===== config.mk =====
export PLATFORM = sky130hd
export DESIGN_NAME = param_timer
export DESIGN_NICKNAME = d
export VERILOG_FILES = /design/src/rtl/timer_pkg.sv /design/src/rtl/timer_prescaler.sv /design/src/rtl/param_timer.sv
export SDC_FILE = /design/constraint.sdc
export NUM_CORES = 1
export LEC_CHECK = 0
export CAP_MARGIN = 20
export CORE_UTILIZATION = 30
export CTS_CLUSTER_DIAMETER = 120
export CTS_CLUSTER_SIZE = 25
export DETAILED_ROUTE_END_ITERATION = 6
export SLEW_MARGIN = 20
export SYNTH_ARGS = -nofsm -noshare
export SYNTH_HDL_FRONTEND = slang
export SYNTH_SLANG_ARGS = --single-unit

===== constraint.sdc =====
create_clock -name clk -period 3.65 [get_ports clk]
set_clock_uncertainty 0.2 [all_clocks]
set_input_delay 0.73 -clock clk [delete_from_list [all_inputs] [get_ports clk]]
set_output_delay 0.73 -clock clk [all_outputs]
set_load 0.01 [all_outputs]

===== src/rtl/timer_pkg.sv =====
// Shared definitions for the parametrised timer: state encoding,
// default thresholds and the legal counter-width range.
package timer_pkg;

    // Progress of the counter relative to the two thresholds.
    typedef enum logic [1:0] {
        CLEARED   = 2'd0,
        COUNTING  = 2'd1,
        SHORT_HIT = 2'd2,
        LONG_HIT  = 2'd3
    } timer_state_e;

    // Thresholds loaded on reset when the instance does not override them.
    localparam int SHORT_DEF_C = 3;
    localparam int LONG_DEF_C  = 7;

    // Legal range for the counter / threshold width.
    localparam int CNT_W_MIN = 2;
    localparam int CNT_W_MAX = 16;

endpackage


===== src/rtl/timer_prescaler.sv =====
// Tick divider for param_timer: one-cycle tick every PRESC enabled cycles.
// Restarts on clr, freezes while hold is high. Only instantiated when
// TIMER_PRESCALE_EN is defined.
module timer_prescaler #(
    parameter int PRESC = 1
) (
    input  logic clk,
    input  logic reset,
    input  logic clr,
    input  logic hold,
    output logic tick
);

    localparam int DIV_W = (PRESC > 1) ? $clog2(PRESC) : 1;
    localparam logic [DIV_W-1:0] DIV_LAST = DIV_W'(PRESC - 1);

    logic [DIV_W-1:0] div_q;

    // The tick lands on the last phase, so the first tick after a clear
    // appears PRESC cycles later.
    assign tick = (div_q == DIV_LAST);

    // Phase counter: restart on clear, freeze on hold, wrap after the last phase.
    always_ff @(posedge clk or negedge reset) begin
        if (!reset) begin
            div_q <= '0;
        end else if (clr) begin
            div_q <= '0;
        end else if (!hold) begin
            if (tick) begin
                div_q <= '0;
            end else begin
                div_q <= div_q + DIV_W'(1);
            end
        end
    end

endmodule


===== src/rtl/param_timer.sv =====
// param_timer: saturating up-counter with runtime-programmable short/long
// thresholds, hold, timeout levels and edge pulses, and a config-error flag.
// Optional feature macro: TIMER_PRESCALE_EN (tick from a PRESC-cycle divider;
// otherwise the counter ticks every cycle and PRESC is ignored).
module param_timer
    import timer_pkg::*;
#(
    parameter int CNT_W     = 3,
    parameter int SHORT_DEF = SHORT_DEF_C,
    parameter int LONG_DEF  = LONG_DEF_C,
    parameter int PRESC     = 1
) (
    input  logic             clk,
    input  logic             reset,
    input  logic             timer_hw_reset,
    input  logic             timer_fw_reset,
    input  logic             hold,
    input  logic             thr_load,
    input  logic [CNT_W-1:0] short_thr,
    input  logic [CNT_W-1:0] long_thr,
    output logic [CNT_W-1:0] count,
    output logic             short_timeout,
    output logic             long_timeout,
    output logic             short_pulse,
    output logic             long_pulse,
    output logic             cfg_err
);

    // Reject illegal parameter sets at elaboration.
    if (CNT_W < CNT_W_MIN || CNT_W > CNT_W_MAX || SHORT_DEF < 0 ||
        SHORT_DEF > LONG_DEF || LONG_DEF > (2 ** CNT_W) - 1 || PRESC < 1) begin : g_bad_cfg
        $error("param_timer: illegal parameter combination");
    end

    logic [CNT_W-1:0] count_q;
    logic [CNT_W-1:0] count_nxt;
    logic [CNT_W-1:0] short_thr_q;
    logic [CNT_W-1:0] long_thr_q;
    timer_state_e     state_q;
    timer_state_e     state_nxt;
    logic             short_to_q;
    logic             long_to_q;
    logic             cfg_err_q;
    logic             thr_valid;
    logic             load_ok;
    logic             load_bad;
    logic             clr;
    logic             tick;

    // Classify a counter value against the thresholds; the long check comes
    // first so hitting both at once lands directly in LONG_HIT.
    function automatic timer_state_e classify(input logic [CNT_W-1:0] c,
                                              input logic [CNT_W-1:0] s_thr,
                                              input logic [CNT_W-1:0] l_thr);
        if (c >= l_thr) begin
            return LONG_HIT;
        end else if (c >= s_thr) begin
            return SHORT_HIT;
        end else begin
            return COUNTING;
        end
    endfunction

    assign thr_valid = (short_thr <= long_thr);
    assign load_ok   = thr_load & thr_valid;
    assign load_bad  = thr_load & ~thr_valid;
    assign clr       = timer_hw_reset | timer_fw_reset | load_ok;

`ifdef TIMER_PRESCALE_EN
    timer_prescaler #(
        .PRESC (PRESC)
    ) u_prescaler (
        .clk   (clk),
        .reset (reset),
        .clr   (clr),
        .hold  (hold),
        .tick  (tick)
    );
`else
    assign tick = 1'b1;
`endif

    // Counter next value: clear beats hold, hold beats tick, saturate at long.
    always_comb begin
        count_nxt = count_q;
        if (clr) begin
            count_nxt = '0;
        end else if (!hold && tick && (count_q < long_thr_q)) begin
            count_nxt = count_q + CNT_W'(1);
        end
    end

    // State next value follows the counter; LONG_HIT is sticky until a clear.
    always_comb begin
        state_nxt = state_q;
        if (clr) begin
            state_nxt = CLEARED;
        end else if (!hold && tick) begin
            case (state_q)
                LONG_HIT: state_nxt = LONG_HIT;
                default:  state_nxt = classify(count_nxt, short_thr_q, long_thr_q);
            endcase
        end
    end

    // Counter, state and thresholds; a valid load also clears via clr.
    always_ff @(posedge clk or negedge reset) begin
        if (!reset) begin
            count_q     <= '0;
            state_q     <= CLEARED;
            short_thr_q <= CNT_W'(SHORT_DEF);
            long_thr_q  <= CNT_W'(LONG_DEF);
        end else begin
            count_q <= count_nxt;
            state_q <= state_nxt;
            if (load_ok) begin
                short_thr_q <= short_thr;
                long_thr_q  <= long_thr;
            end
        end
    end

    // Timeout history for edge detection, plus the rejected-load flag.
    always_ff @(posedge clk or negedge reset) begin
        if (!reset) begin
            short_to_q <= 1'b0;
            long_to_q  <= 1'b0;
            cfg_err_q  <= 1'b0;
        end else begin
            short_to_q <= short_timeout;
            long_to_q  <= long_timeout;
            cfg_err_q  <= load_bad;
        end
    end

    assign count         = count_q;
    assign short_timeout = (count_q >= short_thr_q);
    assign long_timeout  = (count_q >= long_thr_q);
    // Pulses are held low while reset is asserted; with a zero threshold the
    // level is already high in reset, and the pulse then shows in the first
    // cycle after release because the history starts at zero.
    assign short_pulse   = reset & short_timeout & ~short_to_q;
    assign long_pulse    = reset & long_timeout & ~long_to_q;
    assign cfg_err       = cfg_err_q;

endmodule


# [Yosys cells after proc, flatten, opt, wreduce, memory -nomap -nowiden]
# Index checks and enable logic that the tools add are counted.
[word_totals] ramBits=0 inputBits=12 mem_bits_ro=0 register_bits=12 memories=0 latch_bits=0
[op_classes] addsub=1 eq_ne=0 n_reduce_logical=3 bitwise=11 shift=0 n_lt_le_gt_ge=4 n_div=0 mux=2 mul=0
[op_table] operator="$and 1x1->1" n=6
[op_table] operator="$ge 3x3->1" n=2
[op_table] operator="$mux 3" n=2
[op_table] operator="$add 3x1->3 const B" n=1
[op_table] operator="$le 3x3->1" n=1
[op_table] operator="$lt 3x3->1" n=1
[op_table] operator="$not 1->1" n=3
[op_table] operator="$or 1x1->1" n=2
[op_table] operator="$reduce_bool 2->1" n=1
[op_table] operator="$logic_and 1x1->1" n=1
[op_table] operator="$logic_not 1->1" n=1

# [Longest topological paths before layout]
# Gate-level depths: netlist (run 1).
[depth] ltp_word=4 mapped_depth=6

# [Least setup slack after synthesis (run 1)]
# No wires, ideal clock.
[synth_timing] path_kind="flip-flop to output port" startpoint="register count_q[0], in the netlist count[0]" endpoint="output port long_pulse" arrival_time_ps=1493 stages_incl_launch_ff=7 setup_slack_ps=1227 cell_sequence="dfrtp_1 inv_1 ha_1 nand2b_1 a21o_1 a21o_2 and3b_1"
[synth_via] elab_chain_len=3
[synth_rtl] item="start: declaration" line_no="param_timer.sv:35" rtl="logic [CNT_W-1:0] count_q;"
[synth_rtl] item="start signal: assignment" line_no="param_timer.sv:114" rtl="count_q <= count_nxt;"
[synth_rtl] item="$ge 3x3->1" line_no="param_timer.sv:138" rtl="assign long_timeout = (count_q >= long_thr_q);"
[synth_rtl] item="via long_timeout" line_no="param_timer.sv:23" rtl="output logic long_timeout,"
[synth_rtl] item="$and 1x1->1 (2 in series)" line_no="param_timer.sv:143" rtl="assign long_pulse = reset & long_timeout & ~long_to_q;"
[synth_rtl] item="end: declaration" line_no="param_timer.sv:25" rtl="output logic long_pulse,"
# The timed path passes the listed nets, and every way through them passes these cells.

# [Worst setup path after layout (run 1)]
[layout_timing] startpoint="register count_q[0], in the netlist count[0]" endpoint="output port long_pulse"
[layout_via] elab_chain_len=3
[layout_rtl] item="$ge 3x3->1" line_no="param_timer.sv:138"
[layout_rtl] item="$and 1x1->1 (2 in series)" line_no="param_timer.sv:143"
# Every way passes these cells.

==> results of run 1 <==
[synthesized netlist by cell type]
cell type,count
nor2_1,1
and3_1,3
a211oi_2,2
mux2i_1,2
a21o_2,1
dfstp_2,5
a21o_1,3
nand3_1,1
inv_1,9
mux2_2,4
o21ai_2,2
and3b_1,2
nor3b_1,1
nand2b_1,2
o21ai_0,1
xnor2_1,2
mux2_4,1
ha_1,10
o211ai_1,1
nand2_1,1
dfrtp_1,7
[state kept, by name, summed over array words and instances (netlist names)]
register,count
count,3
long_thr_q,3
short_thr_q,3
cfg_err,1
long_to_q,1
short_to_q,1
[area by class of cell]
class / count / share of cell area
multi-input cells: 40 / 0.387
flip-flops and latches: 12 / 0.314
repair buffers: 20 / 0.202
well taps: 28 / 0.0359
inverters: 9 / 0.0346
clock buffers: 4 / 0.0269
[worst reg2reg max path: cells and delay by family (launching register included)]
family	cells	cell delay, ns
multiplexers	1	0.30
AND/OR/NAND/NOR	1	0.18
flip-flops	1	0.51
AO/OA/AOI/OAI	2	0.41
buffers and inverters	1	0.05
adder cells (fa/ha/maj)	1	0.31
[cells in the final DEF, fill, tap and decap left out, types with 3 or more instances in the layout]
cell	n
a21o_1	3
and3_1	3
clkbuf_4	3
clkdlybuf4s50_1	19
dfrtp_1	7
dfstp_2	5
ha_1	10
inv_1	9
mux2_2	4
[where the power goes]
| part | switching, uW | total [uW] | internal, uW |
|---|---|---|---|
| Clock | 41.6 | 83.9 | 42.3 |
| Sequential | 7.56 | 169 | 162 |
| Combinational | 50.8 | 119 | 67.8 |
[per-stage QoR]
| step | setup WS (ns) | cells | cell area [sq um] |
|---|---|---|---|
| 2_1_floorplan | 1.23 | 61 | 718 |
| 3_3_place_gp | 0.657 | 109 | 951 |
| 3_5_place_dp | 0.648 | 109 | 951 |
| 4_1_cts | 0.476 | 113 | 977 |
| 5_1_grt | 0.384 | 113 | 977 |
| 6_report | 0.513 | 113 | 977 |
[worst paths after layout]
check	from	endpoint	depth (start not counted)	slack [ns]
setup / recovery	count[0]	long_pulse	7	0.51
hold / removal	long_thr_q[1]	long_thr_q[1]	2	0.29
setup reg to reg	long_thr_q[2]	count[1]	6	1.59
hold reg to reg	long_thr_q[1]	long_thr_q[1]	2	0.29
max in group asynchronous	reset	long_thr_q[2]	2	2.29
min in group asynchronous	reset	count[1]	1	0.48
[layer usage]
metal / wire (um) / up-vias
met5: 0 / -
met3: 57 / 3
met2: 646 / 13
li1: - / 263
met1: 524 / 250
met4: 24 / 0
[kinds of logic (layout without fill, tap and decap cells)]
kind of cell    count (synthesis)  after routing  share of synthesized area
compound gates                 10             10                      0.120
xor+xnor                        2              2                     0.0244
fa+ha+maj                      10             10                      0.174
buf+inv                         9             33                     0.0470
flops                          12             12                      0.427
mux                             7              7                      0.111
simple gates                   11             11                     0.0958
==> impl_results.md, run 1 <==
- Area Overhead vs Synth: 36.1%
- Fmax: 319 MHz
- Slew headroom: 0.706
- Post-layout util: 0.438
- Starting density of the core: 0.322
- Layout net count: 108
- PD cells: 380 nW/um^2
- Storage element area: 307 sq um
- Crit-path cells: inv_1, ha_1, nand2b_1, a21o_1, a21o_2, and3b_1, clkdlybuf4s50_1
- CP max stage delay: ~0.47 ns
- Top cells by area, synth: dfrtp_1 24%, dfstp_2 18%, ha_1 17%
- Core area: 2230 sq um
- Tot Pwr: 372 uW
- Number of global-route vias before repair: 537
- Setup TNS: 0 ns
- Grt peak-use layer: met2
- Largest area contributor in the synthesized netlist: dfrtp_1
- CP required: 2.72 ns
- Max Transition Viols Final: 0
- RSZ-0062 raised after global routing: no
- WL final: 1.25 mm
- Syn Std Cell Area: 718 sq um
- Maximum fanout along the worst path: 4
- HP Class: reg2reg
- Crit path launch type: register
- Final period util: 0.860
- Clk root buf: clkbuf_4
- Synth Instances: 61
- Initial DRC Count: 1
- Port bufs: 19
- Post-CTS sizing: 0
- N_diodes: 0
- Largest net degree at the start of global routing: 10
- Initial antenna violation count: 0
- Post-DP HPWL: 1.08 mm
- CP delay by family, top: buffers and inverters
- P_leak: 0.000491 uW
- Slew of the pin with the lowest slew margin: 0.441 ns
- Die area: 2590 sq um
- Met2 Use GR: 0.213
- Setup crit end kind: primary output
- Detailed-route DRC error count: 0
- Vias: between 500 and 600
- Syn Area/Cell: approximately 12 sq um
- Seq/Total Area, Yosys: 0.427
- Reg clk slew, reported paths: 0.07 ns
- # fillers: 227
- Grt ovf: 0
- WS Path Type: reg2out
- Slowest-stage cell, CP: clkdlybuf4s50_1
- GP Congestion: 0.733
- Multi-input gate area: 378 sq um
- Status: finished, final reports clean
- FP Rows: 17
- Minimum clock period: 3.14 ns
- Worst Path Arrival: 2.21 ns
- Wire length per cell: 11.1 um
- CTS tree: done
- Hold_buf cts: 0
- Hold Slack: 0.292 ns
- Share of layout cells above drive strength 1: 0.224
- Share of the synthesized area in the top cell type: 0.244
- WP buf/inv: 2
- Post-CTS Setup Bufs: 0
- First-pass GRT wire length: 2.20 mm
- I/O Pins: 20
- Synth warn: 0
- Clock Tree Buf Depth: 2
- Net count after synthesis: 83
- Max-cap violations: 0
- CTS Buf Count: 3
- H-tree Lvls: 1
- Hold Fails Final Rpt: 0
- Routing usage on met3: 0.0387
- DR vias/cell: about 4.7
- All-Layer GR Usage: 0.119
- Peak VDD IR: between 0.2 and 0.25 mV
- Skew-Pair Late Insertion Delay: 0.27 ns
- Setup Viol. Count Final: 0
- Pre-antenna DRT Iters: 2
- Die width: 50.9 um
- Synth cell types: 21
- Clk sinks: 12
- Met1 Track Usage GR: 0.120
- Yosys reg bits: 12
- Antenna viol nets, final: 0
- Die Span Y: 50.9 um
(Power assumes the default switching activity.)
==> run 2, diff against run 1 <==
- CAP_MARGIN: 20 -> 5
==> results of run 2 <==
Same layout as run 1: the final DEF is identical, and so are final timing and power.
